File: config.mk
export PLATFORM = sky130hd
export DESIGN_NAME = obj_frame_renderer_flat
export DESIGN_NICKNAME = d
export VERILOG_FILES = /design/src/rtl/obj_frame_renderer_if.sv /design/src/rtl/obj_frame_renderer.sv /design/src/flat_wrapper.sv
export SDC_FILE = /design/constraint.sdc
export NUM_CORES = 1
export LEC_CHECK = 0
export ABC_AREA = 1
export CAP_MARGIN = 30
export CORE_ASPECT_RATIO = 1.2
export CORE_UTILIZATION = 40
export DETAILED_ROUTE_END_ITERATION = 6
export HOLD_SLACK_MARGIN = 0.03
export PLACE_DENSITY = 0.64
export SLEW_MARGIN = 20
export SYNTH_ARGS = -nofsm -noshare
export SYNTH_HDL_FRONTEND = slang
export SYNTH_SLANG_ARGS = --single-unit
File: constraint.sdc
create_clock -name CLOCK_50 -period 5.1 [get_ports CLOCK_50]
set_input_delay 1.02 -clock CLOCK_50 [delete_from_list [all_inputs] [get_ports CLOCK_50]]
set_output_delay 1.02 -clock CLOCK_50 [all_outputs]
set_load 0.01 [all_outputs]
File: src/rtl/obj_frame_renderer_if.sv
// obj_frame_renderer_if: packed object bus from the manipulator and pixel bus to the VGA adapter
interface obj_frame_renderer_if;
    logic [179:0] objCoordcomb;
    logic         imagedone;
    logic [8:0]   vga_x;
    logic [7:0]   vga_y;
    logic [2:0]   vga_colour;
    logic         vga_plot;
    modport master (output objCoordcomb, imagedone, input vga_x, vga_y, vga_colour, vga_plot);
    modport slave (input objCoordcomb, imagedone, output vga_x, vga_y, vga_colour, vga_plot);
endinterface

File: src/rtl/obj_frame_renderer.sv
// obj_frame_renderer: per frame, erases old squares, draws new ones and checks them against the player box
module obj_frame_renderer #(
    parameter int         OBJ_SIZE    = 4,
    parameter int         PLAYER_SIZE = 16,
    parameter logic [2:0] OBJ_COLOUR  = 3'b100,
    parameter logic [2:0] BG_COLOUR   = 3'b000
) (
    input  logic                       CLOCK_50,
    input  logic                       reset,
    obj_frame_renderer_if.slave        bus,
    input  logic [8:0]                 playerX,
    input  logic [7:0]                 playerY,
    input  logic                       clear_collision,
    output logic                       busy,
    output logic                       frame_done,
    output logic                       collision
);
    localparam int PW = (OBJ_SIZE > 1) ? $clog2(OBJ_SIZE) : 1;
    localparam logic [9:0] OS = 10'(OBJ_SIZE);
    localparam logic [9:0] PS = 10'(PLAYER_SIZE);
    typedef enum logic [2:0] {IDLE, ERASE, DRAW, CHECK, DONE} state_t;
    state_t state, state_n;
    logic [179:0] old_q, new_q;
    logic imagedone_q, rise, last_pix, overlap, plot_n, walking;
    logic [3:0] slot, slot_n;
    logic [PW-1:0] px, py, px_n, py_n;
    logic [17:0] obj;
    logic [9:0] ox, oy, sx, sy, plx, ply;
    assign busy = state != IDLE;
    always_comb begin
        rise = bus.imagedone & ~imagedone_q;
        walking = state == ERASE || state == DRAW;
        obj = (state == ERASE) ? old_q[{4'd0, slot} * 8'd18 +: 18] : new_q[{4'd0, slot} * 8'd18 +: 18];
        ox = {1'b0, obj[8:0]};
        oy = {2'b0, obj[16:9]};
        sx = ox + 10'(px);
        sy = oy + 10'(py);
        plx = {1'b0, playerX};
        ply = {2'b0, playerY};
        overlap = obj[17] && ox < plx + PS && plx < ox + OS && oy < ply + PS && ply < oy + OS;
        // power-of-two size makes "last pixel" an all-ones test
        last_pix = !obj[17] || (&px && &py);
        plot_n = walking && obj[17] && sx < 10'd320 && sy < 10'd240;
        state_n = state;
        slot_n = slot;
        px_n = px;
        py_n = py;
        if (state == IDLE && rise) begin
            state_n = ERASE;
            slot_n = '0;
            px_n = '0;
            py_n = '0;
        end else if (walking) begin
            px_n = last_pix ? '0 : px + 1'b1;
            py_n = last_pix ? '0 : (&px ? py + 1'b1 : py);
            slot_n = !last_pix ? slot : (slot == 4'd9 ? 4'd0 : slot + 4'd1);
            if (last_pix && slot == 4'd9)
                state_n = (state == ERASE) ? DRAW : CHECK;
        end else if (state == CHECK) begin
            slot_n = (slot == 4'd9) ? 4'd0 : slot + 4'd1;
            if (slot == 4'd9)
                state_n = DONE;
        end else if (state == DONE) begin
            state_n = IDLE;
        end
    end
    always_ff @(posedge CLOCK_50 or negedge reset) begin
        if (!reset) begin
            state <= IDLE;
            slot <= '0;
            px <= '0;
            py <= '0;
            old_q <= '0;
            new_q <= '0;
            imagedone_q <= 1'b0;
            bus.vga_plot <= 1'b0;
            bus.vga_x <= '0;
            bus.vga_y <= '0;
            bus.vga_colour <= '0;
            frame_done <= 1'b0;
            collision <= 1'b0;
        end else begin
            state <= state_n;
            slot <= slot_n;
            px <= px_n;
            py <= py_n;
            imagedone_q <= bus.imagedone;
            if (state == IDLE && rise)
                new_q <= bus.objCoordcomb;
            if (state == DONE)
                old_q <= new_q;
            bus.vga_plot <= plot_n;
            bus.vga_x <= sx[8:0];
            bus.vga_y <= sy[7:0];
            bus.vga_colour <= (state == DRAW) ? OBJ_COLOUR : BG_COLOUR;
            frame_done <= state == DONE;
            collision <= (state == CHECK && overlap) ? 1'b1 : (clear_collision ? 1'b0 : collision);
        end
    end
endmodule

File: src/flat_wrapper.sv
// flat-port wrapper written by rule: the top's interface ports become plain ports
module obj_frame_renderer_flat 
#(
    parameter int         OBJ_SIZE    = 4,
    parameter int         PLAYER_SIZE = 16,
    parameter logic [2:0] OBJ_COLOUR  = 3'b100,
    parameter logic [2:0] BG_COLOUR   = 3'b000
)
  (CLOCK_50, reset, playerX, playerY, clear_collision, busy, frame_done, collision, bus_objCoordcomb, bus_imagedone, bus_vga_x, bus_vga_y, bus_vga_colour, bus_vga_plot);
  obj_frame_renderer_if bus_i ();
  input  logic CLOCK_50;
  input  logic reset;
  input  logic [8:0] playerX;
  input  logic [7:0] playerY;
  input  logic clear_collision;
  output logic busy;
  output logic frame_done;
  output logic collision;
  input wire logic [$bits(bus_i.objCoordcomb)-1:0] bus_objCoordcomb;
  input wire logic [$bits(bus_i.imagedone)-1:0] bus_imagedone;
  output wire logic [$bits(bus_i.vga_x)-1:0] bus_vga_x;
  output wire logic [$bits(bus_i.vga_y)-1:0] bus_vga_y;
  output wire logic [$bits(bus_i.vga_colour)-1:0] bus_vga_colour;
  output wire logic [$bits(bus_i.vga_plot)-1:0] bus_vga_plot;
  assign bus_i.objCoordcomb = bus_objCoordcomb;
  assign bus_i.imagedone = bus_imagedone;
  assign bus_vga_x = bus_i.vga_x;
  assign bus_vga_y = bus_i.vga_y;
  assign bus_vga_colour = bus_i.vga_colour;
  assign bus_vga_plot = bus_i.vga_plot;
  obj_frame_renderer #(.OBJ_SIZE(OBJ_SIZE), .PLAYER_SIZE(PLAYER_SIZE), .OBJ_COLOUR(OBJ_COLOUR), .BG_COLOUR(BG_COLOUR)) u_core (.CLOCK_50(CLOCK_50), .reset(reset), .bus(bus_i), .playerX(playerX), .playerY(playerY), .clear_collision(clear_collision), .busy(busy), .frame_done(frame_done), .collision(collision));
endmodule
==> impl_results.html, run 1 <==
<table>
<tr><th>Metric</th><th>Value</th></tr>
<tr><th colspan="2">Power and ir drop</th></tr>
<tr><td>Net Sw Power</td><td>1950 uW</td></tr>
<tr><td>Clk pwr share</td><td>0.423</td></tr>
<tr><td>Worst ir drop on vdd</td><td>0.187 mV</td></tr>
<tr><td>Power per cell area</td><td>242 nW/um^2</td></tr>
<tr><td>Pint</td><td>5400 uW</td></tr>
<tr><td>Relative contribution of combinational cells to total power</td><td>0.132</td></tr>
<tr><td>Switch share</td><td>0.265</td></tr>
<tr><td>Static leakage</td><td>0.0146 uW</td></tr>
<tr><td>Sequential power share</td><td>0.446</td></tr>
<tr><th colspan="2">Timing</th></tr>
<tr><td>Final Skew</td><td>0.0252 ns</td></tr>
<tr><td>Final count of negative-setup-slack endpoints</td><td>0</td></tr>
<tr><td>Tmin final</td><td>4.46 ns</td></tr>
<tr><td>Hold Vio Cnt, Final</td><td>0</td></tr>
<tr><td>Final clock period utilization by the worst path</td><td>0.875</td></tr>
<tr><td>Upper clock frequency limit</td><td>224 MHz</td></tr>
<tr><td>Relative slew slack</td><td>0.358</td></tr>
<tr><td>Total negative slack for setup checks</td><td>0 ns</td></tr>
<tr><td>Tightest Pin Transition</td><td>0.963 ns</td></tr>
<tr><td>Fin. max-slew vios</td><td>0</td></tr>
<tr><td>RSZ-0062 raised after global routing</td><td>false</td></tr>
<tr><th colspan="2">Synthesis</th></tr>
<tr><td>Dominant synthesized flop cell</td><td>sky130_fd_sc_hd__dfrtp_1</td></tr>
<tr><td>Number of instances in the synthesized netlist</td><td>3986</td></tr>
<tr><td>Multiplexer fraction of the synthesized cell area</td><td>0</td></tr>
<tr><td>Post-Synthesis Mean Instance Area</td><td>6.56 um^2</td></tr>
<tr><td>Post-synthesis compound-gate area fraction</td><td>0.115</td></tr>
<tr><td>Most frequent cell after synthesis</td><td>sky130_fd_sc_hd__nand2_1</td></tr>
<tr><td>Largest area contributor in the synthesized netlist</td><td>sky130_fd_sc_hd__dfrtp_1</td></tr>
<tr><td>Fraction of synthesized cell area in xor and xnor cells</td><td>0.00771</td></tr>
<tr><td>Cell area after technology mapping</td><td>26100 um^2</td></tr>
<tr><td>Sequential-to-total area share from yosys stat</td><td>0.376</td></tr>
<tr><td>Dominant combinational cell family by area after synthesis</td><td>simple AND/OR/NAND/NOR gates</td></tr>
<tr><td>List of most frequent post-synthesis cells</td><td>sky130_fd_sc_hd__nand2_1 (1443), sky130_fd_sc_hd__nand3_1 (792), sky130_fd_sc_hd__o21ai_0 (409)</td></tr>
<tr><td>Number of distinct library cells after synthesis</td><td>51</td></tr>
<tr><td>Simple-gate portion of the synthesized area</td><td>0.392</td></tr>
<tr><td>Fraction of registers with async set/reset</td><td>1.00</td></tr>
<tr><td>Count of synthesis-stage warnings from yosys</td><td>0</td></tr>
<tr><td>Number of synthesized flops with an enable pin</td><td>0</td></tr>
<tr><td>Cells taking the most area after synthesis</td><td>sky130_fd_sc_hd__dfrtp_1 (38%), sky130_fd_sc_hd__nand2_1 (21%), sky130_fd_sc_hd__nand3_1 (15%)</td></tr>
<tr><td>Adder-cell share of the synthesized area</td><td>0.0226</td></tr>
<tr><td>Number of register bits inferred by synthesis</td><td>393</td></tr>
<tr><td>Top-area cell type share of the netlist area</td><td>0.376</td></tr>
<tr><th colspan="2">Layout</th></tr>
<tr><td>Combined flip-flop and latch cell area</td><td>9840 um^2</td></tr>
<tr><td>Area growth from synthesis to layout</td><td>16.1%</td></tr>
<tr><td>Post-route cell area</td><td>30400 um^2</td></tr>
<tr><td>Final standard cell utilization of the core</td><td>0.470</td></tr>
<tr><td>Share of cells above drive strength 1</td><td>0.0436</td></tr>
<tr><td>Inserted Diodes</td><td>0</td></tr>
<tr><td># nets final</td><td>4299</td></tr>
<tr><td>Number of filler cells placed in the layout</td><td>6766</td></tr>
<tr><td>Footprint of the multi-input gates</td><td>14100 um^2</td></tr>
<tr><th colspan="2">Clock tree</th></tr>
<tr><td>Num CTS Buffers</td><td>43</td></tr>
<tr><td>Buffers inserted during post-CTS setup optimization</td><td>0</td></tr>
<tr><td>Clock transition at path regs</td><td>0.06 ns</td></tr>
<tr><td>Latest clock arrival within the worst-skew pair</td><td>0.59 ns</td></tr>
<tr><td>Deepest level of the CTS H-tree</td><td>2</td></tr>
<tr><td>Longest Clk Path Bufs</td><td>3</td></tr>
<tr><td>Hold-fix buffers at CTS</td><td>0</td></tr>
<tr><td>Clock tree from TritonCTS</td><td>yes</td></tr>
<tr><td>Clock sink count</td><td>393</td></tr>
<tr><td>Number of instances resized during post-cts repair</td><td>0</td></tr>
<tr><td>Buffer cell driving the clock tree root</td><td>sky130_fd_sc_hd__clkbuf_16</td></tr>
<tr><th colspan="2">Worst setup path</th></tr>
<tr><td>Maximum fanout encountered on the critical timing path</td><td>25</td></tr>
<tr><td>Kind of end point of the critical path</td><td>flip-flop</td></tr>
<tr><td>CP Launch Type</td><td>flip-flop</td></tr>
<tr><td>Category of the most critical setup path</td><td>flip-flop to flip-flop</td></tr>
<tr><td>Req. time, crit path</td><td>5.58 ns</td></tr>
<tr><td>Arrival @ worst endpoint</td><td>4.94 ns</td></tr>
<tr><th colspan="2">GRT</th></tr>
<tr><td>Sum of overflow across all layers after global routing</td><td>0</td></tr>
<tr><td>Number of global-route vias before repair</td><td>25165</td></tr>
<tr><td>Maximum number of pins on one net before global-route repair</td><td>138</td></tr>
<tr><td>Global-route wire length before repair</td><td>145000 um</td></tr>
<tr><td>GR Util All Layers</td><td>0.279</td></tr>
<tr><td>Initial antenna violation count</td><td>1</td></tr>
<tr><th colspan="2">Run status</th></tr>
<tr><td>Violated checks</td><td>DRC</td></tr>
<tr><td>Result of the run</td><td>complete, but fails checks</td></tr>
<tr><th colspan="2">Min path</th></tr>
<tr><td>Hold/Removal Path Class</td><td>flip-flop to flip-flop</td></tr>
<tr><th colspan="2">Floorplan</th></tr>
<tr><td>Die Height</td><td>282 um</td></tr>
<tr><td>Die area</td><td>66400 um^2</td></tr>
<tr><td>IO Count</td><td>225</td></tr>
<tr><td>Initial Util</td><td>0.405</td></tr>
<tr><td>Chip Width</td><td>235 um</td></tr>
<tr><td>Row count</td><td>102</td></tr>
<tr><td>Standard cell core area</td><td>64600 um^2</td></tr>
<tr><th colspan="2">Placed design</th></tr>
<tr><td>Count of port buffers added during placement</td><td>222</td></tr>
<tr><td>Area of placed instances</td><td>29000 um^2</td></tr>
<tr><td>HPWL reported at the end of detailed placement</td><td>68300 um</td></tr>
<tr><td>Routability Congestion</td><td>1.01</td></tr>
<tr><th colspan="2">Routing</th></tr>
<tr><td>Post-route antenna net violation count</td><td>0</td></tr>
<tr><td>Via-to-Cell Ratio</td><td>5.41</td></tr>
<tr><td>First-pass iteration count of the detailed router</td><td>7</td></tr>
<tr><td>DRC violation count after routing</td><td>11</td></tr>
<tr><td>Wirelength, routed</td><td>93000 um</td></tr>
<tr><td>WL per Instance</td><td>18.9 um</td></tr>
<tr><td>Via Count</td><td>26574</td></tr>
<tr><td>Initial drt markers</td><td>2770</td></tr>
<tr><th colspan="2">Flow run</th></tr>
<tr><td>Max-cap viol count</td><td>0</td></tr>
</table>
## critical path, stage by stage (launching register included)
cell and delay, ns:
sky130_fd_sc_hd__dfrtp_1 0.44, sky130_fd_sc_hd__inv_2 0.15, sky130_fd_sc_hd__nand3_4 0.38, sky130_fd_sc_hd__buf_4 0.37
sky130_fd_sc_hd__nand2_1 0.10, sky130_fd_sc_hd__nand2_1 0.05, sky130_fd_sc_hd__nand2_1 0.06, sky130_fd_sc_hd__nand2_1 0.08
sky130_fd_sc_hd__o21ai_0 0.45, sky130_fd_sc_hd__o21ai_0 0.23, sky130_fd_sc_hd__o221ai_1 0.16, sky130_fd_sc_hd__o21ai_0 0.20
sky130_fd_sc_hd__o21ai_0 0.20, sky130_fd_sc_hd__o21ai_0 0.10, sky130_fd_sc_hd__buf_4 0.19, sky130_fd_sc_hd__fa_1 0.47
sky130_fd_sc_hd__nand2_1 0.14, sky130_fd_sc_hd__inv_1 0.05, sky130_fd_sc_hd__nand2_1 0.07, sky130_fd_sc_hd__xor2_1 0.18
sky130_fd_sc_hd__nand3_1 0.09, sky130_fd_sc_hd__nor2_1 0.09, sky130_fd_sc_hd__nor2_1 0.05
## cell usage in the layout, fill, tap and decap left out, types with 8 or more instances in the layout
cell / synthesis / final
sky130_fd_sc_hd__a21oi_1: 52 / 52
sky130_fd_sc_hd__buf_12: 0 / 18
sky130_fd_sc_hd__buf_4: 20 / 45
sky130_fd_sc_hd__clkbuf_16: 0 / 45
sky130_fd_sc_hd__clkdlybuf4s50_1: 0 / 221
sky130_fd_sc_hd__clkinv_2: 0 / 8
sky130_fd_sc_hd__dfrtp_1: 393 / 390
sky130_fd_sc_hd__ha_1: 44 / 43
sky130_fd_sc_hd__inv_1: 274 / 273
sky130_fd_sc_hd__inv_2: 10 / 9
sky130_fd_sc_hd__nand2_1: 1443 / 1442
sky130_fd_sc_hd__nand3_1: 792 / 792
sky130_fd_sc_hd__nand4_1: 15 / 15
sky130_fd_sc_hd__nor2_1: 104 / 102
sky130_fd_sc_hd__nor3_1: 10 / 9
sky130_fd_sc_hd__o211ai_1: 33 / 33
sky130_fd_sc_hd__o21ai_0: 409 / 409
sky130_fd_sc_hd__o21ai_1: 48 / 48
sky130_fd_sc_hd__xor2_1: 17 / 17
## logic make-up (layout without fill, tap and decap cells)
| kind of cell | Yosys count | in the layout |
|---|---|---|
| flops | 393 | 393 |
| other cells | 1 | 2 |
| xor+xnor | 23 | 23 |
| fa+ha+maj | 46 | 46 |
| compound gates | 567 | 567 |
| simple gates | 2405 | 2405 |
| buf+inv | 551 | 643 |
## power groups by stage
| stage | Clock [uW] | Sequential (uW) | Combinational [uW] |
|---|---|---|---|
| after detailed placement | 0 | 3330 | 963 |
| after global routing | 3310 | 3280 | 1090 |
| after global placement | 0 | 3330 | 959 |
| final | 3110 | 3280 | 967 |
| after CTS | 3180 | 3280 | 969 |
| after floorplan | 0 | 3320 | 501 |
## registers in the layout, summed over array words and instances, names as in the netlist
register	cells
u_core.frame_done	1
u_core.imagedone_q	1
u_core.collision	1
u_core.py	2
u_core.new_q	180
u_core.state	3
u_core.bus.vga_plot	1
u_core.slot	4
u_core.bus.vga_colour	1
u_core.bus.vga_y	8
u_core.bus.vga_x	9
u_core.px	2
u_core.old_q	180
## metrics by stage
stage | std cells | setup WS, ns | hold WS (ns) | total power (uW)
6_report | 4911 | 0.639 | 0.482 | 7350
5_1_grt | 4911 | 0.272 | 0.503 | 7680
2_1_floorplan | 3987 | 1.55 | 0.448 | 3820
3_3_place_gp | 4838 | 0.736 | 0.465 | 4290
3_5_place_dp | 4838 | 0.785 | 0.468 | 4290
4_1_cts | 4910 | 0.758 | 0.488 | 7430
## final timing paths
check | start | end | slack (ns) | depth (start not counted)
setup / recovery | u_core.state[2] | u_core.bus.vga_plot | 0.64 | 22
hold / removal | u_core.old_q[161] | u_core.old_q[161] | 0.48 | 2
setup reg to reg | u_core.state[2] | u_core.bus.vga_plot | 0.64 | 22
hold reg to reg | u_core.old_q[161] | u_core.old_q[161] | 0.48 | 2
max in group asynchronous | reset | u_core.new_q[165] | 3.49 | 2
min in group asynchronous | reset | u_core.new_q[106] | 0.51 | 1
## layer usage
metal,wire [um],track usage,vias to the layer above
met2,42200,0.448,938
met4,3720,0.108,0
met5,0,0,-
met3,5750,0.0402,176
li1,-,-,13146
met1,41300,0.381,12314
## final cells by class
cell class,count,area share
Clock inverter,16,0.00507
Sequential cell,393,0.324
Tap cell,832,0.0343
Inverter,285,0.0354
Multi-Input combinational cell,3043,0.463
Timing Repair Buffer,286,0.0973
Clock buffer,56,0.0401
Note: power is estimated with default switching activity, not from simulation.
==> run 2, diff against run 1 <==
- CORE_MARGIN: unset -> 2
- CTS_BUF_LIST: unset -> sky130_fd_sc_hd__clkbuf_4
==> run 2 against run 1 <==
- the flow now finishes without violations
- sequential cell count did not move
- clock power fell by 8.4%
- sequential share of layout area rose by 0.11 points
- final cell count rose by 2.1%
- clock skew rose by 0.023 ns
- critical endpoint is now u_core.collision
- setup slack got worse by 0.019 ns
- core utilization fell by 0.15 points
- critical path type unchanged
- cell area fell by 0.33%
- sequential power barely moved
- largest cell class unchanged
- routed wire length rose by 2.1%
==> impl_results.html, run 2 (synthesis gave the netlist of run 1 again) <==
<table>
<tr><th>Metric</th><th>Value</th></tr>
<tr><th colspan="2">Worst setup path</th></tr>
<tr><td>Category of the most critical setup path</td><td>flip-flop to flip-flop</td></tr>
<tr><td>Startpoint of the worst-slack reg-to-reg timing path</td><td>u_core.slot[0]</td></tr>
<tr><td>Combined buffer and inverter count along the critical path</td><td>2 (-2)</td></tr>
<tr><td>Maximum fanout encountered on the critical timing path</td><td>12 (-52%)</td></tr>
<tr><td>Worst setup path startpoint</td><td>u_core.slot[0]</td></tr>
<tr><td>Most frequent cell on the critical path</td><td>sky130_fd_sc_hd__nand2_1</td></tr>
<tr><td>Critical path depth</td><td>20 (-9.1%)</td></tr>
<tr><td>Top cell family by delay on the critical path</td><td>simple AND/OR/NAND/NOR gates</td></tr>
<tr><td>Crit-path cells</td><td>ha_2 -&gt; ha_1 -&gt; ha_1 -&gt; nor2_1 -&gt; inv_1 -&gt; a31oi_1 -&gt; nand2_1 -&gt; nand3_1 -&gt; ha_1 -&gt; inv_1 -&gt; nor2_1 -&gt; nand3_1 -&gt; a31o_2 -&gt; o2111a_1 -&gt; nand2_1 -&gt; a21oi_1 -&gt; nand2_1 -&gt; nor2_1 -&gt; nand3_1 -&gt; nand2_1</td></tr>
<tr><td>Register-to-register setup slack</td><td>0.62 ns (-0.02 ns)</td></tr>
<tr><td>Req. time, crit path</td><td>5.95 ns (+0.37 ns)</td></tr>
<tr><td>Cell count of the worst reg-to-reg path</td><td>20 (-9.1%)</td></tr>
<tr><td>Timing endpoint of the critical path</td><td>u_core.collision</td></tr>
<tr><td>Arrival @ worst endpoint</td><td>5.33 ns (+0.39 ns)</td></tr>
<tr><td>CP Launch Type</td><td>flip-flop</td></tr>
<tr><td>Slowest stage cell on the critical path</td><td>sky130_fd_sc_hd__nor2_1</td></tr>
<tr><td>Largest stage delay on the critical path</td><td>0.71 ns (+0.24 ns)</td></tr>
<tr><td>R2r endpoint</td><td>u_core.collision</td></tr>
<tr><td>Kind of end point of the critical path</td><td>flip-flop</td></tr>
<tr><th colspan="2">Clock tree</th></tr>
<tr><td>Deepest level of the CTS H-tree</td><td>3 (+1)</td></tr>
<tr><td>Buffer cell driving the clock tree root</td><td>sky130_fd_sc_hd__clkbuf_4</td></tr>
<tr><td>Number of instances resized during post-cts repair</td><td>0 (unchanged)</td></tr>
<tr><td>Clock sink count</td><td>393 (unchanged)</td></tr>
<tr><td>Num CTS Buffers</td><td>104 (+140%)</td></tr>
<tr><td>Clock tree from TritonCTS</td><td>yes</td></tr>
<tr><td>Clock transition at path regs</td><td>0.07 ns (about the same)</td></tr>
<tr><td>Hold-fix buffers at CTS</td><td>0 (unchanged)</td></tr>
<tr><td>Latest clock arrival within the worst-skew pair</td><td>0.93 ns (+0.34 ns)</td></tr>
<tr><td>Buffers inserted during post-CTS setup optimization</td><td>0 (unchanged)</td></tr>
<tr><td>Longest Clk Path Bufs</td><td>3 (unchanged)</td></tr>
<tr><th colspan="2">Layout</th></tr>
<tr><td>Area growth from synthesis to layout</td><td>15.7%</td></tr>
<tr><td>Largest registers</td><td>u_core.new_q x180, u_core.old_q x180, u_core.bus.vga_x x9</td></tr>
<tr><td>Most used cells in the layout excluding fill and tap cells</td><td>sky130_fd_sc_hd__nand2_1 (1442), sky130_fd_sc_hd__nand3_1 (792), sky130_fd_sc_hd__o21ai_0 (409)</td></tr>
<tr><td>Most common library cell in the layout ignoring fill and taps</td><td>sky130_fd_sc_hd__nand2_1</td></tr>
<tr><td>Post-Layout Cell Count</td><td>5016 (+2.1%)</td></tr>
<tr><td>Share of cells above drive strength 1</td><td>0.0643 (+0.0207)</td></tr>
<tr><td># nets final</td><td>4352 (+1.2%)</td></tr>
<tr><th colspan="2">Placed design</th></tr>
<tr><td>HPWL reported at the end of detailed placement</td><td>68200 um (-0.13%)</td></tr>
<tr><td>Post-Place Cells</td><td>4831 (-0.14%)</td></tr>
<tr><td>Routability Congestion</td><td>0.982 (-2.8%)</td></tr>
<tr><td>Count of port buffers added during placement</td><td>222 (unchanged)</td></tr>
<tr><th colspan="2">Timing</th></tr>
<tr><td>Final Skew</td><td>0.0479 ns (+0.0227 ns)</td></tr>
<tr><td>Relative slew slack</td><td>0.252 (-0.106)</td></tr>
<tr><td>Fin. max-slew vios</td><td>0 (unchanged)</td></tr>
<tr><td>Final clock period utilization by the worst path</td><td>0.878 (+0.00373)</td></tr>
<tr><td>Tmin final</td><td>4.48 ns (+0.0190 ns)</td></tr>
<tr><td>Total negative slack for setup checks</td><td>0 ns (unchanged)</td></tr>
<tr><td>Upper clock frequency limit</td><td>223 MHz (-0.43%)</td></tr>
<tr><td>Hold Vio Cnt, Final</td><td>0 (unchanged)</td></tr>
<tr><td>RSZ-0062 raised after global routing</td><td>false</td></tr>
<tr><td>Final count of negative-setup-slack endpoints</td><td>0 (unchanged)</td></tr>
<tr><td>Tightest Pin Transition</td><td>1.12 ns (+0.159 ns)</td></tr>
<tr><th colspan="2">Routing</th></tr>
<tr><td>Initial drt markers</td><td>2575 (-7.0%)</td></tr>
<tr><td>DRC violation count after routing</td><td>0 (-11)</td></tr>
<tr><td>Wirelength, routed</td><td>94900 um (+2.1%)</td></tr>
<tr><td>Detailed-routed wire length on met2</td><td>43200 um (+2.3%)</td></tr>
<tr><td>Metal-1 WL</td><td>42600 um (+3.3%)</td></tr>
<tr><td>Via-to-Cell Ratio</td><td>5.40 (-0.27%)</td></tr>
<tr><td>Via Count</td><td>27068 (+1.9%)</td></tr>
<tr><td>WL per Instance</td><td>18.9 um (about the same)</td></tr>
<tr><td>Post-route antenna net violation count</td><td>0 (unchanged)</td></tr>
<tr><td>First-pass iteration count of the detailed router</td><td>6 (-1)</td></tr>
<tr><td>Top sig layer</td><td>met4</td></tr>
<tr><td>Met3 Routed Length</td><td>5680 um (-1.2%)</td></tr>
<tr><th colspan="2">Run status</th></tr>
<tr><td>Result of the run</td><td>finished clean</td></tr>
<tr><th colspan="2">Floorplan</th></tr>
<tr><td>Initial Util</td><td>0.405 (unchanged)</td></tr>
<tr><td>Chip Width</td><td>237 um (+0.85%)</td></tr>
<tr><td>Die area</td><td>67400 um^2 (+1.6%)</td></tr>
<tr><td>IO Count</td><td>225 (unchanged)</td></tr>
<tr><td>Die Height</td><td>284 um (+0.71%)</td></tr>
<tr><td>Row count</td><td>102 (unchanged)</td></tr>
<tr><td>Standard cell core area</td><td>64600 um^2 (unchanged)</td></tr>
<tr><th colspan="2">Power and ir drop</th></tr>
<tr><td>Worst ir drop on vdd</td><td>0.123 mV (-34%)</td></tr>
<tr><td>Power per cell area</td><td>234 nW/um^2 (-3.2%)</td></tr>
<tr><td>Static leakage</td><td>0.0147 uW (+0.56%)</td></tr>
<tr><th colspan="2">GRT</th></tr>
<tr><td>Number of global-route vias before repair</td><td>26029 (+3.4%)</td></tr>
<tr><td>GR Util All Layers</td><td>0.281 (+0.00225)</td></tr>
<tr><td>Maximum number of pins on one net before global-route repair</td><td>221 (+60%)</td></tr>
<tr><td>Initial antenna violation count</td><td>1 (unchanged)</td></tr>
<tr><td>Sum of overflow across all layers after global routing</td><td>0 (unchanged)</td></tr>
<tr><td>Global-route wire length before repair</td><td>149000 um (+2.6%)</td></tr>
<tr><th colspan="2">Flow run</th></tr>
<tr><td>Max-cap viol count</td><td>0 (unchanged)</td></tr>
<tr><th colspan="2">Min path</th></tr>
<tr><td>Hold/Removal Path Class</td><td>primary input to async pin</td></tr>
</table>
-- run 2: cell count changes in the layout (fill, tap and decap cells not counted), moves of 3 or more --
| cell | previous run | this run |
|---|---|---|
| sky130_fd_sc_hd__clkbuf_4 | 0 | 152 |
| sky130_fd_sc_hd__clkbuf_16 | 45 | 0 |
| sky130_fd_sc_hd__clkinv_1 | 1 | 20 |
| sky130_fd_sc_hd__buf_4 | 45 | 37 |
| sky130_fd_sc_hd__clkbuf_1 | 6 | 0 |
| sky130_fd_sc_hd__clkbuf_8 | 5 | 0 |
| sky130_fd_sc_hd__inv_6 | 3 | 0 |
-- run 2: worst min path at each step --
stage	startpoint	to	slack, ns	depth (start not counted)
floorplan	u_core.old_q[177]	u_core.old_q[177]	0.45	2
global placement	u_core.old_q[7]	u_core.old_q[7]	0.46	2
detailed placement	u_core.old_q[12]	u_core.old_q[12]	0.47	2
CTS	reset	u_core.new_q[90]	0.13	1
global route	reset	u_core.new_q[87]	0.14	1
finish	reset	u_core.new_q[90]	0.12	1
-- run 2: per-layer routing --
layer	global-route usage	vias to the layer above
li1	-	13314
met1	0.389	12605
met3	0.0381	181
met5	0	-
met4	0.109	0
met2	0.445	968
-- run 2: layout make-up --
| class | count | area [um^2] |
|---|---|---|
| Clock buffer | 152 | 1140 |
| Timing Repair Buffer | 278 | 2890 |
| Fill cell | 6781 | 34300 |
| Multi-Input combinational cell | 3043 | 14100 |
| Tap cell | 832 | 1040 |
| Sequential cell | 393 | 9840 |
| Inverter | 285 | 1070 |
| Clock inverter | 32 | 195 |
| Antenna cell | 1 | 2.50 |
-- run 2: worst register-to-register path: stages, from the launching register on --
cell and delay [ns]:
sky130_fd_sc_hd__dfrtp_4 0.52, sky130_fd_sc_hd__ha_2 0.20, sky130_fd_sc_hd__ha_1 0.18, sky130_fd_sc_hd__ha_1 0.50, sky130_fd_sc_hd__nor2_1 0.71, sky130_fd_sc_hd__inv_1 0.34
sky130_fd_sc_hd__a31oi_1 0.32, sky130_fd_sc_hd__nand2_1 0.12, sky130_fd_sc_hd__nand3_1 0.28, sky130_fd_sc_hd__ha_1 0.31, sky130_fd_sc_hd__inv_1 0.06, sky130_fd_sc_hd__nor2_1 0.05
sky130_fd_sc_hd__nand3_1 0.10, sky130_fd_sc_hd__a31o_2 0.12, sky130_fd_sc_hd__o2111a_1 0.16, sky130_fd_sc_hd__nand2_1 0.05, sky130_fd_sc_hd__a21oi_1 0.13, sky130_fd_sc_hd__nand2_1 0.06
sky130_fd_sc_hd__nor2_1 0.11, sky130_fd_sc_hd__nand3_1 0.09, sky130_fd_sc_hd__nand2_1 0.06
-- run 2: report_power, final --
group / internal [uW] / switching (uW) / total [uW]
registers: 3220 / 49.1 / 3270
logic: 396 / 575 / 971
clock network: 1470 / 1380 / 2850
-- run 2: per-stage QoR --
step | util | power, uW | hold WS, ns | worst slack [ns] | area (um^2)
floorplan | - | 3820 | 0.448 | 1.55 | 26100
global placement | 0.448 | 4290 | 0.463 | 0.676 | 28900
detailed placement | 0.448 | 4300 | 0.467 | 0.709 | 28900
CTS | 0.468 | 7180 | 0.128 | 0.713 | 30200
global route | 0.468 | 7490 | 0.143 | 0.301 | 30300
finish | 0.468 | 7090 | 0.125 | 0.620 | 30300
==> run 3, diff against run 2 <==
- CORE_ASPECT_RATIO: 1.2 -> unset
==> run 3 against run 2 <==
- non-clock buffer count increased by 15
- total power about the same
- maximum frequency increased by 0.17%
- hold slack got worse by 0.0029 ns
- critical endpoint unchanged
==> impl_results.html, run 3 (synthesis gave the netlist of run 1 again) <==
<table>
<tr><th>Metric</th><th>Value</th></tr>
<tr><th colspan="2">Run status</th></tr>
<tr><td>Result of the run</td><td>finished clean</td></tr>
<tr><th colspan="2">Floorplan</th></tr>
<tr><td>Row count</td><td>93 (-8.8%)</td></tr>
<tr><td>Initial Util</td><td>0.405 (about the same)</td></tr>
<tr><td>Standard cell core area</td><td>64600 um^2 (about the same)</td></tr>
<tr><td>Die area</td><td>67400 um^2 (about the same)</td></tr>
<tr><td>IO Count</td><td>225 (unchanged)</td></tr>
<tr><td>Chip Width</td><td>260 um (+9.4%)</td></tr>
<tr><td>Die Height</td><td>260 um (-8.6%)</td></tr>
<tr><th colspan="2">Timing</th></tr>
<tr><td>Final Skew</td><td>0.0606 ns (+0.0127 ns)</td></tr>
<tr><td>Total negative slack for setup checks</td><td>0 ns (unchanged)</td></tr>
<tr><td>Worst hold margin</td><td>0.122 ns (-0.00287 ns)</td></tr>
<tr><td>Final clock period utilization by the worst path</td><td>0.877 (-0.00146)</td></tr>
<tr><td>Relative slew slack</td><td>0.474 (+0.222)</td></tr>
<tr><td>Upper clock frequency limit</td><td>224 MHz (+0.17%)</td></tr>
<tr><td>Final count of negative-setup-slack endpoints</td><td>0 (unchanged)</td></tr>
<tr><td>Post-route worst setup slack</td><td>0.628 ns (+0.00746 ns)</td></tr>
<tr><td>RSZ-0062 raised after global routing</td><td>false</td></tr>
<tr><td>Hold Vio Cnt, Final</td><td>0 (unchanged)</td></tr>
<tr><td>Tightest Pin Transition</td><td>0.790 ns (-0.332 ns)</td></tr>
<tr><td>Fin. max-slew vios</td><td>0 (unchanged)</td></tr>
<tr><td>Tmin final</td><td>4.47 ns (-0.00746 ns)</td></tr>
<tr><th colspan="2">GRT</th></tr>
<tr><td>GR Util All Layers</td><td>0.277 (-0.00397)</td></tr>
<tr><td>Global-route wire length before repair</td><td>146000 um (-1.9%)</td></tr>
<tr><td>Maximum number of pins on one net before global-route repair</td><td>132 (-40%)</td></tr>
<tr><td>Number of global-route vias before repair</td><td>25482 (-2.1%)</td></tr>
<tr><td>Initial antenna violation count</td><td>1 (unchanged)</td></tr>
<tr><td>Sum of overflow across all layers after global routing</td><td>0 (unchanged)</td></tr>
<tr><th colspan="2">Routing</th></tr>
<tr><td>Initial drt markers</td><td>2838 (+10%)</td></tr>
<tr><td>First-pass iteration count of the detailed router</td><td>6 (unchanged)</td></tr>
<tr><td>WL per Instance</td><td>18.6 um (-1.8%)</td></tr>
<tr><td>Wirelength, routed</td><td>93900 um (-1.1%)</td></tr>
<tr><td>Via Count</td><td>27179 (+0.41%)</td></tr>
<tr><td>Via-to-Cell Ratio</td><td>5.38 (-0.31%)</td></tr>
<tr><td>Post-route antenna net violation count</td><td>0 (unchanged)</td></tr>
<tr><td>DRC violation count after routing</td><td>0 (unchanged)</td></tr>
<tr><th colspan="2">Clock tree</th></tr>
<tr><td>Num CTS Buffers</td><td>107 (+2.9%)</td></tr>
<tr><td>Buffers inserted during post-CTS setup optimization</td><td>0 (unchanged)</td></tr>
<tr><td>Latest clock arrival within the worst-skew pair</td><td>0.92 ns (about the same)</td></tr>
<tr><td>Hold-fix buffers at CTS</td><td>0 (unchanged)</td></tr>
<tr><td>Clock tree from TritonCTS</td><td>yes</td></tr>
<tr><td>Clock sink count</td><td>393 (unchanged)</td></tr>
<tr><td>Clock transition at path regs</td><td>0.07 ns (about the same)</td></tr>
<tr><td>Buffer cell driving the clock tree root</td><td>sky130_fd_sc_hd__clkbuf_4</td></tr>
<tr><td>Number of instances resized during post-cts repair</td><td>0 (unchanged)</td></tr>
<tr><td>Deepest level of the CTS H-tree</td><td>3 (unchanged)</td></tr>
<tr><td>Longest Clk Path Bufs</td><td>3 (unchanged)</td></tr>
<tr><th colspan="2">Worst setup path</th></tr>
<tr><td>Req. time, crit path</td><td>5.88 ns (-0.07 ns)</td></tr>
<tr><td>Arrival @ worst endpoint</td><td>5.25 ns (-0.08 ns)</td></tr>
<tr><td>Startpoint of the worst-slack reg-to-reg timing path</td><td>u_core.slot[1]</td></tr>
<tr><td>R2r endpoint</td><td>u_core.collision</td></tr>
<tr><td>Cell count of the worst reg-to-reg path</td><td>20 (unchanged)</td></tr>
<tr><td>CP Launch Type</td><td>flip-flop</td></tr>
<tr><td>Timing endpoint of the critical path</td><td>u_core.collision</td></tr>
<tr><td>Register-to-register setup slack</td><td>0.63 ns (about the same)</td></tr>
<tr><td>Maximum fanout encountered on the critical timing path</td><td>42 (+30)</td></tr>
<tr><td>Worst setup path startpoint</td><td>u_core.slot[1]</td></tr>
<tr><td>Category of the most critical setup path</td><td>flip-flop to flip-flop</td></tr>
<tr><td>Kind of end point of the critical path</td><td>flip-flop</td></tr>
<tr><th colspan="2">Power and ir drop</th></tr>
<tr><td>Worst ir drop on vdd</td><td>0.141 mV (+15%)</td></tr>
<tr><td>Static leakage</td><td>0.0148 uW (+0.75%)</td></tr>
<tr><td>Power per cell area</td><td>233 nW/um^2 (-0.55%)</td></tr>
<tr><th colspan="2">Layout</th></tr>
<tr><td># nets final</td><td>4370 (+0.41%)</td></tr>
<tr><td>Area growth from synthesis to layout</td><td>16.5%</td></tr>
<tr><td>Final standard cell utilization of the core</td><td>0.471 (+0.00292)</td></tr>
<tr><td>Number of filler cells placed in the layout</td><td>6795 (+0.21%)</td></tr>
<tr><td>Most used cells in the layout excluding fill and tap cells</td><td>sky130_fd_sc_hd__nand2_1 (1442), sky130_fd_sc_hd__nand3_1 (792), sky130_fd_sc_hd__o21ai_0 (409)</td></tr>
<tr><td>Post-route cell area</td><td>30400 um^2 (+0.63%)</td></tr>
<tr><td>Most common library cell in the layout ignoring fill and taps</td><td>sky130_fd_sc_hd__nand2_1</td></tr>
<tr><td>Largest registers</td><td>u_core.new_q x180, u_core.old_q x180, u_core.bus.vga_x x9</td></tr>
<tr><td>Share of cells above drive strength 1</td><td>0.0672 (+0.00290)</td></tr>
<tr><th colspan="2">Placed design</th></tr>
<tr><td>HPWL reported at the end of detailed placement</td><td>68200 um (about the same)</td></tr>
<tr><td>Area of placed instances</td><td>29100 um^2 (+0.52%)</td></tr>
<tr><td>Count of port buffers added during placement</td><td>222 (unchanged)</td></tr>
<tr><td>Routability Congestion</td><td>0.980 (-0.14%)</td></tr>
<tr><td>Pre-CTS setup slack</td><td>0.701 ns (-0.00779 ns)</td></tr>
<tr><th colspan="2">Flow run</th></tr>
<tr><td>Max-cap viol count</td><td>0 (unchanged)</td></tr>
<tr><th colspan="2">Min path</th></tr>
<tr><td>Hold/Removal Path Class</td><td>primary input to async pin</td></tr>
</table>
run 3: cell count changes in the layout (fill, tap and decap cells not counted), sizes merged:
| cell | delta |
|---|---|
| buf | +15 |
| clkinv | -2 |
| clkinvlp | -2 |
| inv | +2 |
run 3: routing by layer:
metal	GRT usage	wire length, um
met2	0.411	40100
met1	0.410	43900
met5	0	0
met3	0.0450	7290
met4	0.0904	2550
run 3: cell type report:
class,count,area (um^2),share of cell area
Antenna cell,1,2.50,0.0000822
Timing Repair Buffer,293,3060,0.101
Sequential cell,393,9840,0.323
Inverter,285,1070,0.0353
Clock inverter,30,179,0.00588
Tap cell,855,1070,0.0351
Clock buffer,152,1140,0.0375
Multi-Input combinational cell,3043,14100,0.462
run 3: how the worst min path moves through the flow:
stage | start | end | slack, ns | depth (start not counted)
2_1_floorplan | u_core.old_q[177] | u_core.old_q[177] | 0.45 | 2
3_3_place_gp | u_core.old_q[31] | u_core.old_q[31] | 0.47 | 2
3_5_place_dp | u_core.old_q[9] | u_core.old_q[9] | 0.47 | 2
4_1_cts | reset | u_core.old_q[79] | 0.10 | 1
5_1_grt | reset | u_core.new_q[107] | 0.16 | 1
6_report | reset | u_core.new_q[103] | 0.12 | 1
run 3: report_power, final:
part           leakage [uW]  total (uW)  switching, uW  internal [uW]
sequential          0.00489        3280           55.6           3220
clock              0.000794        2850           1390           1460
combinational       0.00910         965            570            395
run 3: worst max-delay path, cell delays in order, from the launching register on:
cell                      delay (ns)
sky130_fd_sc_hd__dfrtp_4        0.68
sky130_fd_sc_hd__ha_1           0.30
sky130_fd_sc_hd__ha_1           0.50
sky130_fd_sc_hd__nor2_1         0.63
sky130_fd_sc_hd__inv_1          0.31
sky130_fd_sc_hd__a21oi_1        0.24
sky130_fd_sc_hd__nand2_1        0.11
sky130_fd_sc_hd__nand3_2        0.19
sky130_fd_sc_hd__nand2_1        0.13
sky130_fd_sc_hd__nor2_2         0.21
sky130_fd_sc_hd__xor2_1         0.10
sky130_fd_sc_hd__ha_1           0.30
sky130_fd_sc_hd__nand2_1        0.07
sky130_fd_sc_hd__nor3b_1        0.21
sky130_fd_sc_hd__nand2_1        0.09
sky130_fd_sc_hd__nand2_1        0.06
sky130_fd_sc_hd__nand2_1        0.05
sky130_fd_sc_hd__nand2_1        0.06
sky130_fd_sc_hd__nand2_1        0.05
sky130_fd_sc_hd__nand3_1        0.07
sky130_fd_sc_hd__nand2_1        0.04
run 3: per-stage QoR:
stage / std cells / power [uW]
final: 5052 / 7100
after global routing: 5052 / 7480
after CTS: 5049 / 7190
after detailed placement: 4867 / 4290
after global placement: 4866 / 4290
after floorplan: 3987 / 3820
